--- src/rtl/timingskew_clocked.sv ---
// Clocked per-channel edge skew: delays selected edges of each input by a
// programmable number of clk cycles, swallowing pulses shorter than the skew.
module timingskew_clocked #(
    parameter int NCH        = 4,
    parameter int SEL_W      = 4,
    parameter int LSB_CYCLES = 2
) (
    input  logic                 clk,
    input  logic                 rst,
    input  logic [NCH-1:0]       in,
    input  logic [NCH*SEL_W-1:0] s,
    input  logic [1:0]           edge_sel,
    output logic [NCH-1:0]       out,
    output logic [NCH-1:0]       busy,
    output logic [NCH-1:0]       swallow
);
    // Wide enough that code * LSB_CYCLES never overflows.
    localparam int CW = SEL_W + $clog2(LSB_CYCLES) + 1;

    typedef enum logic {IDLE, WAIT} state_t;

    logic [NCH-1:0] in_q;

    always_ff @(posedge clk or posedge rst) begin
        if (rst) in_q <= '0;
        else     in_q <= in;
    end

    for (genvar c = 0; c < NCH; c++) begin : g_ch
        state_t        state, state_nxt;
        logic [CW-1:0] cnt, cnt_nxt, dly;
        logic          target, target_nxt;
        logic          out_r, out_nxt;
        logic          busy_r, busy_nxt;
        logic          swallow_r, swallow_nxt;
        logic          sel_edge;

        assign dly = CW'(s[c*SEL_W +: SEL_W]) * CW'(LSB_CYCLES);

        always_comb begin
            sel_edge = 1'b0;
            unique case (edge_sel)
                2'd0: sel_edge = in_q[c];
                2'd1: sel_edge = ~in_q[c];
                2'd2: sel_edge = 1'b1;
                2'd3: sel_edge = 1'b0;
            endcase
        end

        always_comb begin
            state_nxt   = state;
            cnt_nxt     = cnt;
            target_nxt  = target;
            out_nxt     = out_r;
            busy_nxt    = busy_r;
            swallow_nxt = 1'b0;
            unique case (state)
                IDLE: begin
                    if (in_q[c] != out_r) begin
                        if (sel_edge && dly != '0) begin
                            state_nxt  = WAIT;
                            cnt_nxt    = dly - CW'(1);
                            target_nxt = in_q[c];
                            busy_nxt   = 1'b1;
                        end else begin
                            out_nxt = in_q[c];
                        end
                    end
                end
                WAIT: begin
                    // Cancel wins over expiry on the same edge.
                    if (in_q[c] == out_r) begin
                        state_nxt   = IDLE;
                        busy_nxt    = 1'b0;
                        swallow_nxt = 1'b1;
                    end else if (cnt == '0) begin
                        state_nxt = IDLE;
                        out_nxt   = target;
                        busy_nxt  = 1'b0;
                    end else begin
                        cnt_nxt = cnt - CW'(1);
                    end
                end
            endcase
        end

        always_ff @(posedge clk or posedge rst) begin
            if (rst) begin
                state     <= IDLE;
                cnt       <= '0;
                target    <= 1'b0;
                out_r     <= 1'b0;
                busy_r    <= 1'b0;
                swallow_r <= 1'b0;
            end else begin
                state     <= state_nxt;
                cnt       <= cnt_nxt;
                target    <= target_nxt;
                out_r     <= out_nxt;
                busy_r    <= busy_nxt;
                swallow_r <= swallow_nxt;
            end
        end

        assign out[c]     = out_r;
        assign busy[c]    = busy_r;
        assign swallow[c] = swallow_r;
    end
endmodule

--- config.mk ---
export PLATFORM = sky130hd
export DESIGN_NAME = timingskew_clocked
export DESIGN_NICKNAME = d
export VERILOG_FILES = /design/src/rtl/timingskew_clocked.sv
export SDC_FILE = /design/constraint.sdc
export NUM_CORES = 1
export LEC_CHECK = 0
export ABC_CLOCK_PERIOD_IN_PS = 2250
export BUFFER_PORTS_ARGS = -buffer_cell sky130_fd_sc_hd__clkbuf_2
export CAP_MARGIN = 20
export CORE_MARGIN = 8
export CORE_UTILIZATION = 23
export DETAILED_ROUTE_END_ITERATION = 8
export PLACE_DENSITY = 0.42
export SLEW_MARGIN = 20
export SYNTH_ARGS = -nofsm -noshare
export SYNTH_HDL_FRONTEND = slang
export SYNTH_SLANG_ARGS = --single-unit
--- constraint.sdc ---
create_clock -name clk -period 2.25 [get_ports clk]
set_input_delay 0.45 -clock clk [delete_from_list [all_inputs] [get_ports clk]]
set_output_delay 0.45 -clock clk [all_outputs]
set_load 0.005 [all_outputs]
==> impl_metrics.py, run 1 <==
metrics = {
    "route": {
        "drt-initial-drc-count": 99,
        "wl_per_cell_um": 13.1,
        "finalWirelength_um": 7360,
        "drt-pass1-iter-count": 4,
        "vias_per_cell": 4.60,
        "dr_total_vias": 2574,
        "drcViolationCount": 0,
        "ant_nets": 0,
    },
    "cells_and_area": {
        "nets": 423,
        "drive_gt1_share_pct": 19.8,
        "diodes": 0,
        "area_growth_pct": 16.3,
        "layout_common_cells": "dfrtp_1 (48), clkbuf_2 (35), inv_1 (30), nand2_1 (29), nor2_1 (27)",
        "nFillCells": 1431,
        "final_common_cell": "dfrtp_1",
        "utilization_pct": 27.4,
        "stdcell_area_um2": 3630,
    },
    "clocking": {
        "htree_levels": 2,
        "cts_resized": 0,
        "cts_setup_buffers": 0,
        "tritoncts": "yes",
        "root_buffer": "clkbuf_16",
        "cts_buffers": 5,
        "clkLatencyLatePin_ns": 0.29,
        "clkTransAtPathRegs_ns": 0.07,
        "clock_path_buffers": 2,
        "cts.sinks": 48,
        "hold_buffers": 0,
    },
    "logic_synthesis": {
        "synth_cell_types": 63,
        "yosysTopAreaCell": "dfrtp_1",
        "syn_inst": 353,
        "mappedNetlistArea_um2": 3120,
        "avgSynthCellArea_um2": 8.83,
        "netlist.area_leader.share_pct": 38.5,
        "synth_area_leaders": "dfrtp_1 (39%), ha_1 (6.4%), o21ai_0 (4.2%)",
        "postSynthRegisterBits": 48,
        "synthArstFlopShare_pct": 100,
        "syn_nets": 393,
        "synth_edf_count": 0,
        "synthFlopType": "dfrtp_1",
        "synth_warnings": 0,
        "seq_area_frac_synth_pct": 38.5,
    },
    "power_and_ir_drop": {
        "p_seq_share_pct": 36.5,
        "clkPwrFrac_pct": 20.1,
        "p_leak_nw": 1.63,
        "intPower_mw": 2.60,
        "p_sw_share_pct": 40.7,
        "pwr-share-comb_pct": 43.4,
        "vdd_ir_drop_max_uv": 369,
        "power_switching_mw": 1.78,
        "power.density_nw_per_um2": 1210,
    },
    "timing": {
        "worst_pin_slew_ns": 0.650,
        "tns_ns": 0,
        "max_freq_ghz": 0.513,
        "fin_crit_ns": 1.95,
        "rsz0062_at_grt": "false",
        "fin_crit_sh_pct": 86.6,
        "setup_viol": 0,
        "drv_slew": 0,
        "worst_slack_ns": 0.301,
        "fin_skew_ns": 0.00293,
        "final_hold_viol_count": 0,
        "fin_hold_ws_ns": 0.229,
        "slew_headroom_pct": 56.6,
    },
    "grt": {
        "grt_max_degree": 30,
        "grt_pass1_wl_um": 12600,
        "antenna_found_initial": 0,
        "grt_overflow": 0,
        "grt_pass1_vias": 2531,
        "grt_usage_pct": 8.58,
    },
    "critical_path": {
        "crit_path_max_fanout": 12,
        "crit_start": "g_ch[1].cnt[0]",
        "endpoint_kind": "flop",
        "start_kind": "flop",
        "reg2reg_setup_slack_ns": 0.30,
        "critical_path_class": "flop to flop",
        "critPathRequiredTime_ns": 2.43,
        "r2r_cells": 7,
        "crit_arrival_ns": 2.13,
        "critPathCapture": "g_ch[1].cnt[2]",
        "rr_endpoint": "g_ch[1].cnt[2]",
        "rr_startpoint": "g_ch[1].cnt[0]",
    },
    "place": {
        "numPortBuffers": 35,
        "post-place-ws_ns": 0.114,
        "dp_hpwl_um": 5640,
        "place_area_um2": 3450,
        "place.gp.congestion": 0.769,
    },
    "worst_hold_path": {
        "hold_class": "primary input to asynchronous set/reset pin",
    },
    "floorplanning": {
        "pin_count": 36,
        "coreArea_um2": 13200,
        "dieArea_um2": 17500,
        "fp.dieH_um": 132,
        "die_w_um": 132,
        "initial_utilization_pct": 23.5,
        "std_cell_rows": 42,
    },
    "run_status": {
        "status": "finished clean",
    },
    "flow_run": {
        "max_cap_violations": 0,
    },
}
Yosys cell counts, drive strengths merged (6+ instances only):
library cell  count
nor2             27
nand2            30
xor2              9
buf              18
nor3             14
nand2b            6
ha               16
clkbuf            8
inv              31
o21ai            29
a21oi            19
nand3            15
dfrtp            48
state kept, by name, indices dropped and copies added, names as in the netlist:
| name | count |
|---|---|
| in_q | 4 |
| g_ch.cnt | 24 |
| g_ch.busy_r | 4 |
| g_ch.swallow_r | 4 |
| g_ch.out_r | 4 |
| g_ch.state | 4 |
| g_ch.target | 4 |
logic make-up after synthesis:
family / after synthesis / share of synthesized area (%)
buf+inv: 57 / 9.03
mux: 5 / 1.65
simple gates: 120 / 20.1
flops: 48 / 38.5
xor+xnor: 13 / 3.65
compound gates: 94 / 20.6
fa+ha+maj: 16 / 6.42
power groups by stage:
stage                     logic, mW  clock network, mW  registers (mW)
after floorplan                1.58                  0            1.49
after global placement         1.91                  0            1.62
after detailed placement       1.92                  0            1.62
after CTS                      1.93              0.907            1.60
after global routing           2.17              0.937            1.67
final                          1.90              0.879            1.60
worst min path at each step:
| stage | startpoint | to | slack (ns) | depth (start not counted) |
|---|---|---|---|---|
| 2_1_floorplan | g_ch[0].target | g_ch[0].target | 0.46 | 1 |
| 3_3_place_gp | g_ch[0].target | g_ch[0].target | 0.48 | 1 |
| 3_5_place_dp | g_ch[0].target | g_ch[0].target | 0.50 | 1 |
| 4_1_cts | in[1] | in_q[1] | 0.25 | 1 |
| 5_1_grt | in[2] | in_q[2] | 0.26 | 1 |
| 6_report | rst | g_ch[0].cnt[1] | 0.23 | 2 |
area by class of cell:
cell class	instances	area (µm²)	share of cell area (%)
clock inverter	3	47.5	1.31
timing repair buffer	49	280	7.73
tap	176	220	6.07
multi-input combinational	248	1640	45.1
sequential	48	1200	33.1
inverter	31	116	3.21
clock buffer	5	125	3.45
metrics by stage:
| step | total power, mW | instances |
|---|---|---|
| after floorplan | 3.07 | 353 |
| after global placement | 3.53 | 552 |
| after detailed placement | 3.54 | 552 |
| after CTS | 4.44 | 560 |
| after global routing | 4.77 | 560 |
| final | 4.38 | 560 |
layer usage:
metal	GRT usage (%)	part of all wire, %	vias up
met5	0	0	-
li1	-	-	1296
met4	2.15	1.0	0
met2	12.9	44	54
met1	12.1	51	1217
met3	1.82	3.3	7
critical path, cell delays in order, from the launching register on:
cell and delay [ns]:
dfrtp_1 0.39, inv_1 0.07, ha_1 0.19, nor3b_1 0.15, a21boi_0 0.35, a32o_2 0.36
o21ai_0 0.13, a22o_1 0.18
No activity file was read; power rests on OpenSTA's default activity.
==> inputs of run 2 (changes only) <==
- CTS_BUF_LIST: default -> sky130_fd_sc_hd__clkbuf_8
==> impl_metrics.py, run 2 (synthesis gave the netlist of run 1 again) <==
metrics = {
    "timing": {
        "fin_skew_ns": 0.00476,
        "final_hold_viol_count": 0,
        "worst_slack_ns": 0.294,
        "fin_crit_ns": 1.96,
        "rsz0062_at_grt": "false",
        "tns_ns": 0,
        "drv_slew": 0,
        "fin_crit_sh_pct": 86.9,
        "setup_viol": 0,
        "slew_headroom_pct": 56.7,
        "worst_pin_slew_ns": 0.649,
        "max_freq_ghz": 0.511,
    },
    "flow_run": {
        "max_cap_violations": 0,
    },
    "critical_path": {
        "cp.depth": 7,
        "critPathRequiredTime_ns": 2.46,
        "endpoint_kind": "flop",
        "crit_path_max_fanout": 12,
        "r2r_cells": 7,
        "path_buf_inv": 1,
        "start_kind": "flop",
        "crit_family": "compound AO/OA/AOI/OAI gates",
        "max_stage_delay_ns": 0.40,
        "crit_chain": "inv_1 > ha_1 > nor3b_1 > a21boi_0 > a32o_2 > o21ai_0 > a22o_1",
        "critical_path_class": "flop to flop",
        "crit_arrival_ns": 2.16,
        "slowest_stage": "dfrtp_1",
    },
    "power_and_ir_drop": {
        "p_leak_nw": 1.60,
        "vdd_ir_drop_max_uv": 296,
        "power.density_nw_per_um2": 1160,
    },
    "place": {
        "place.gp.congestion": 0.769,
        "dp_hpwl_um": 5640,
        "post-place-ws_ns": 0.114,
        "numPortBuffers": 35,
        "dpl.cell_count": 552,
    },
    "floorplanning": {
        "fp.dieH_um": 132,
        "coreArea_um2": 13200,
        "std_cell_rows": 42,
        "pin_count": 36,
        "dieArea_um2": 17500,
        "die_w_um": 132,
        "initial_utilization_pct": 23.5,
    },
    "clocking": {
        "tritoncts": "yes",
        "hold_buffers": 0,
        "root_buffer": "clkbuf_8",
        "htree_levels": 2,
        "cts.sinks": 48,
        "cts_resized": 0,
        "clkLatencyLatePin_ns": 0.30,
        "clock_path_buffers": 2,
        "cts_setup_buffers": 0,
        "clkTransAtPathRegs_ns": 0.10,
        "cts_buffers": 5,
    },
    "run_status": {
        "status": "finished clean",
    },
    "grt": {
        "grt_pass1_vias": 2547,
        "antenna_found_initial": 0,
        "grt_usage_pct": 8.60,
        "grt_overflow": 0,
        "grt_max_degree": 30,
        "grt_pass1_wl_um": 12600,
    },
    "route": {
        "drcViolationCount": 0,
        "drt-pass1-iter-count": 4,
        "wl_per_cell_um": 13.2,
        "finalWirelength_um": 7390,
        "drt-initial-drc-count": 97,
        "dr_total_vias": 2567,
        "vias_per_cell": 4.58,
        "ant_nets": 0,
    },
    "cells_and_area": {
        "top_register": "g_ch.cnt",
        "regArea_um2": 1200,
        "nFillCells": 1439,
        "multiInputGateArea_um2": 1640,
        "area_growth_pct": 14.5,
        "drive_gt1_share_pct": 19.8,
        "largest_reg_flops": 24,
        "layout_common_cells": "dfrtp_1 (48), clkbuf_2 (35), inv_1 (30), nand2_1 (29), nor2_1 (27)",
        "stdcell_count": 560,
        "nets": 423,
        "final_common_cell": "dfrtp_1",
        "diodes": 0,
    },
    "worst_hold_path": {
        "hold_class": "primary input to asynchronous set/reset pin",
    },
}
==> run 2: through the flow <==
stage	utilization, %	hold slack (ns)	power, mW	area [µm²]
after floorplan	-	0.460	3.07	3120
after global placement	26.1	0.479	3.53	3450
after detailed placement	26.1	0.499	3.54	3450
after CTS	27.0	0.224	4.22	3570
after global routing	27.0	0.223	4.55	3570
final	27.0	0.207	4.16	3570
==> run 2: final timing paths <==
| kind | from | to | slack, ns |
|---|---|---|---|
| min in group clk | in[1] | in_q[1] | 0.24 |
| min reg2reg | g_ch[1].cnt[0] | g_ch[1].cnt[0] | 0.52 |
| min | rst | g_ch[0].cnt[1] | 0.21 |
| max | g_ch[1].cnt[0] | g_ch[1].cnt[2] | 0.29 |
| max reg2reg | g_ch[1].cnt[0] | g_ch[1].cnt[2] | 0.29 |
| max in group asynchronous | rst | g_ch[2].swallow_r | 1.41 |
==> run 2: power by group <==
part	total [mW]	switching, mW	internal [mW]
Combinational	1.90	1.07	0.835
Sequential	1.60	0.366	1.23
Clock	0.659	0.324	0.336
Total	4.16	1.76	2.40
==> run 2: area by class of cell <==
cell class / instances / area share, %
multi-input combinational: 248 / 45.8
sequential: 48 / 33.6
timing repair buffer: 49 / 7.85
tap: 176 / 6.17
inverter: 31 / 3.26
clock buffer: 5 / 1.93
clock inverter: 3 / 1.33
==> run 2: per-layer routing <==
| metal | vias up | track usage (%) | routed length, µm |
|---|---|---|---|
| met5 | - | 0 | 0 |
| met4 | 0 | 2.33 | 82 |
| met3 | 7 | 1.82 | 227 |
| met2 | 47 | 13.0 | 3270 |
| met1 | 1219 | 12.0 | 3810 |
| li1 | 1294 | - | - |
==> run 2: worst register-to-register path, delay by kind of cell (launching register included) <==
family                     cells  cell delay [ns]
AOI/OAI and AO/OA              4             1.02
DFF                            1             0.40
adders and majority gates      1             0.19
and+or+nand+nor                1             0.15
buffers and inverters          1             0.08
==> inputs of run 3 (changes only) <==
- CORE_UTILIZATION: 23 -> 47
- PLACE_DENSITY: 0.42 -> 0.7
==> impl_metrics.py, run 3 (synthesis gave the netlist of run 1 again) <==
metrics = {
    "run_status": {
        "status": "finished clean",
    },
    "place": {
        "dpl.cell_count": 447,
        "dp_hpwl_um": 4780,
        "numPortBuffers": 35,
        "place_area_um2": 3300,
        "place.gp.congestion": 0.860,
    },
    "critical_path": {
        "critical_path_class": "flop to flop",
        "crit_chain": "inv_1 > ha_1 > nor3b_1 > a21boi_0 > a32o_2 > o21ai_0 > a22o_1",
        "max_stage_delay_ns": 0.40,
        "endpoint_kind": "flop",
        "crit_start": "g_ch[1].cnt[0]",
        "path_buf_inv": 1,
        "crit_arrival_ns": 2.14,
        "crit_path_max_fanout": 12,
        "start_kind": "flop",
        "rr_startpoint": "g_ch[1].cnt[0]",
        "crit_family": "compound AO/OA/AOI/OAI gates",
        "slowest_stage": "dfrtp_1",
        "critPathRequiredTime_ns": 2.44,
    },
    "floorplanning": {
        "std_cell_rows": 29,
        "die_w_um": 97.5,
        "coreArea_um2": 6390,
        "initial_utilization_pct": 48.8,
        "fp.dieH_um": 97.5,
        "pin_count": 36,
        "dieArea_um2": 9500,
    },
    "timing": {
        "drv_slew": 0,
        "rsz0062_at_grt": "false",
        "setup_viol": 0,
        "fin_crit_sh_pct": 86.5,
        "max_freq_ghz": 0.514,
        "worst_pin_slew_ns": 0.565,
        "fin_crit_ns": 1.95,
        "slew_headroom_pct": 62.3,
        "final_hold_viol_count": 0,
        "fin_skew_ns": 0.00555,
        "tns_ns": 0,
    },
    "route": {
        "vias_per_cell": 5.56,
        "finalWirelength_um": 6360,
        "dr_total_vias": 2530,
        "drcViolationCount": 0,
        "drt-pass1-iter-count": 4,
        "ant_nets": 0,
        "drt-initial-drc-count": 48,
        "wl_per_cell_um": 14.0,
    },
    "cells_and_area": {
        "stdcell_area_um2": 3390,
        "stdcell_count": 455,
        "area_growth_pct": 8.71,
        "largest_reg_flops": 24,
        "top_register": "g_ch.cnt",
        "layout_common_cells": "dfrtp_1 (48), clkbuf_2 (35), inv_1 (30), nand2_1 (29), nor2_1 (27)",
        "diodes": 0,
        "drive_gt1_share_pct": 18.5,
        "nets": 417,
        "utilization_pct": 53.1,
        "final_common_cell": "dfrtp_1",
    },
    "power_and_ir_drop": {
        "power_switching_mw": 1.68,
        "p_seq_share_pct": 40.3,
        "intPower_mw": 2.27,
        "clkPwrFrac_pct": 13.6,
        "vdd_ir_drop_max_uv": 690,
        "p_sw_share_pct": 42.4,
        "power.density_nw_per_um2": 1170,
        "power_mw": 3.95,
        "pwr-share-comb_pct": 46.0,
        "p_leak_nw": 1.57,
    },
    "clocking": {
        "htree_levels": 2,
        "cts_resized": 0,
        "clock_path_buffers": 2,
        "hold_buffers": 0,
        "tritoncts": "yes",
        "clkTransAtPathRegs_ns": 0.09,
        "clkLatencyLatePin_ns": 0.29,
        "cts_buffers": 5,
        "cts.sinks": 48,
        "cts_setup_buffers": 0,
        "root_buffer": "clkbuf_8",
    },
    "grt": {
        "antenna_found_initial": 0,
        "grt_pass1_vias": 2469,
        "grt_overflow": 0,
        "grt_pass1_wl_um": 11300,
        "grt_max_degree": 26,
        "grt_usage_pct": 13.6,
    },
    "worst_hold_path": {
        "hold_class": "primary input to asynchronous set/reset pin",
    },
    "flow_run": {
        "max_cap_violations": 0,
    },
}
-- run 3: cell types whose count changed in the layout (fill, tap and decap cells not counted), sizes merged --
cell	previous run	this run
clkbuf	40	41
bufinv	1	0
buf	14	8
-- run 3: layer usage --
metal	wire length (µm)	global-route usage, %	part of all wire [%]
met1	3050	17.5	48
met2	2990	22.5	47
met3	296	3.56	4.7
met4	18	2.45	0.28
met5	0	0	0
-- run 3: through the flow --
stage	hold slack, ns	setup slack (ns)
finish	0.177	0.304
global route	0.214	0.138
CTS	0.191	0.314
detailed placement	0.477	0.0787
global placement	0.474	0.200
floorplan	0.460	0.398
-- run 3: path summary, 6_finish.rpt --
check | cells after the start | slack [ns] | to
setup / recovery | 7 | 0.30 | g_ch[1].cnt[2]
hold / removal | 2 | 0.18 | g_ch[0].busy_r
hold reg to reg | 1 | 0.50 | g_ch[0].target
min in group clk | 1 | 0.25 | in_q[0]
max in group asynchronous | 3 | 1.54 | g_ch[2].cnt[0]
setup reg to reg | 7 | 0.30 | g_ch[1].cnt[2]
-- run 3: area by class of cell --
class	instances	area, µm²
clock inverter	2	10.0
inverter	31	116
sequential	48	1200
multi-input combinational	248	1640
tap	77	96.3
timing repair buffer	43	248
fill	615	3000
clock buffer	6	82.6
-- run 3: power groups by stage --
stage | registers (mW) | clock network, mW | logic [mW]
2_1_floorplan | 1.49 | 0 | 1.58
3_3_place_gp | 1.59 | 0 | 1.78
3_5_place_dp | 1.61 | 0 | 1.83
4_1_cts | 1.59 | 0.560 | 1.83
5_1_grt | 1.66 | 0.591 | 2.08
6_report | 1.59 | 0.538 | 1.82
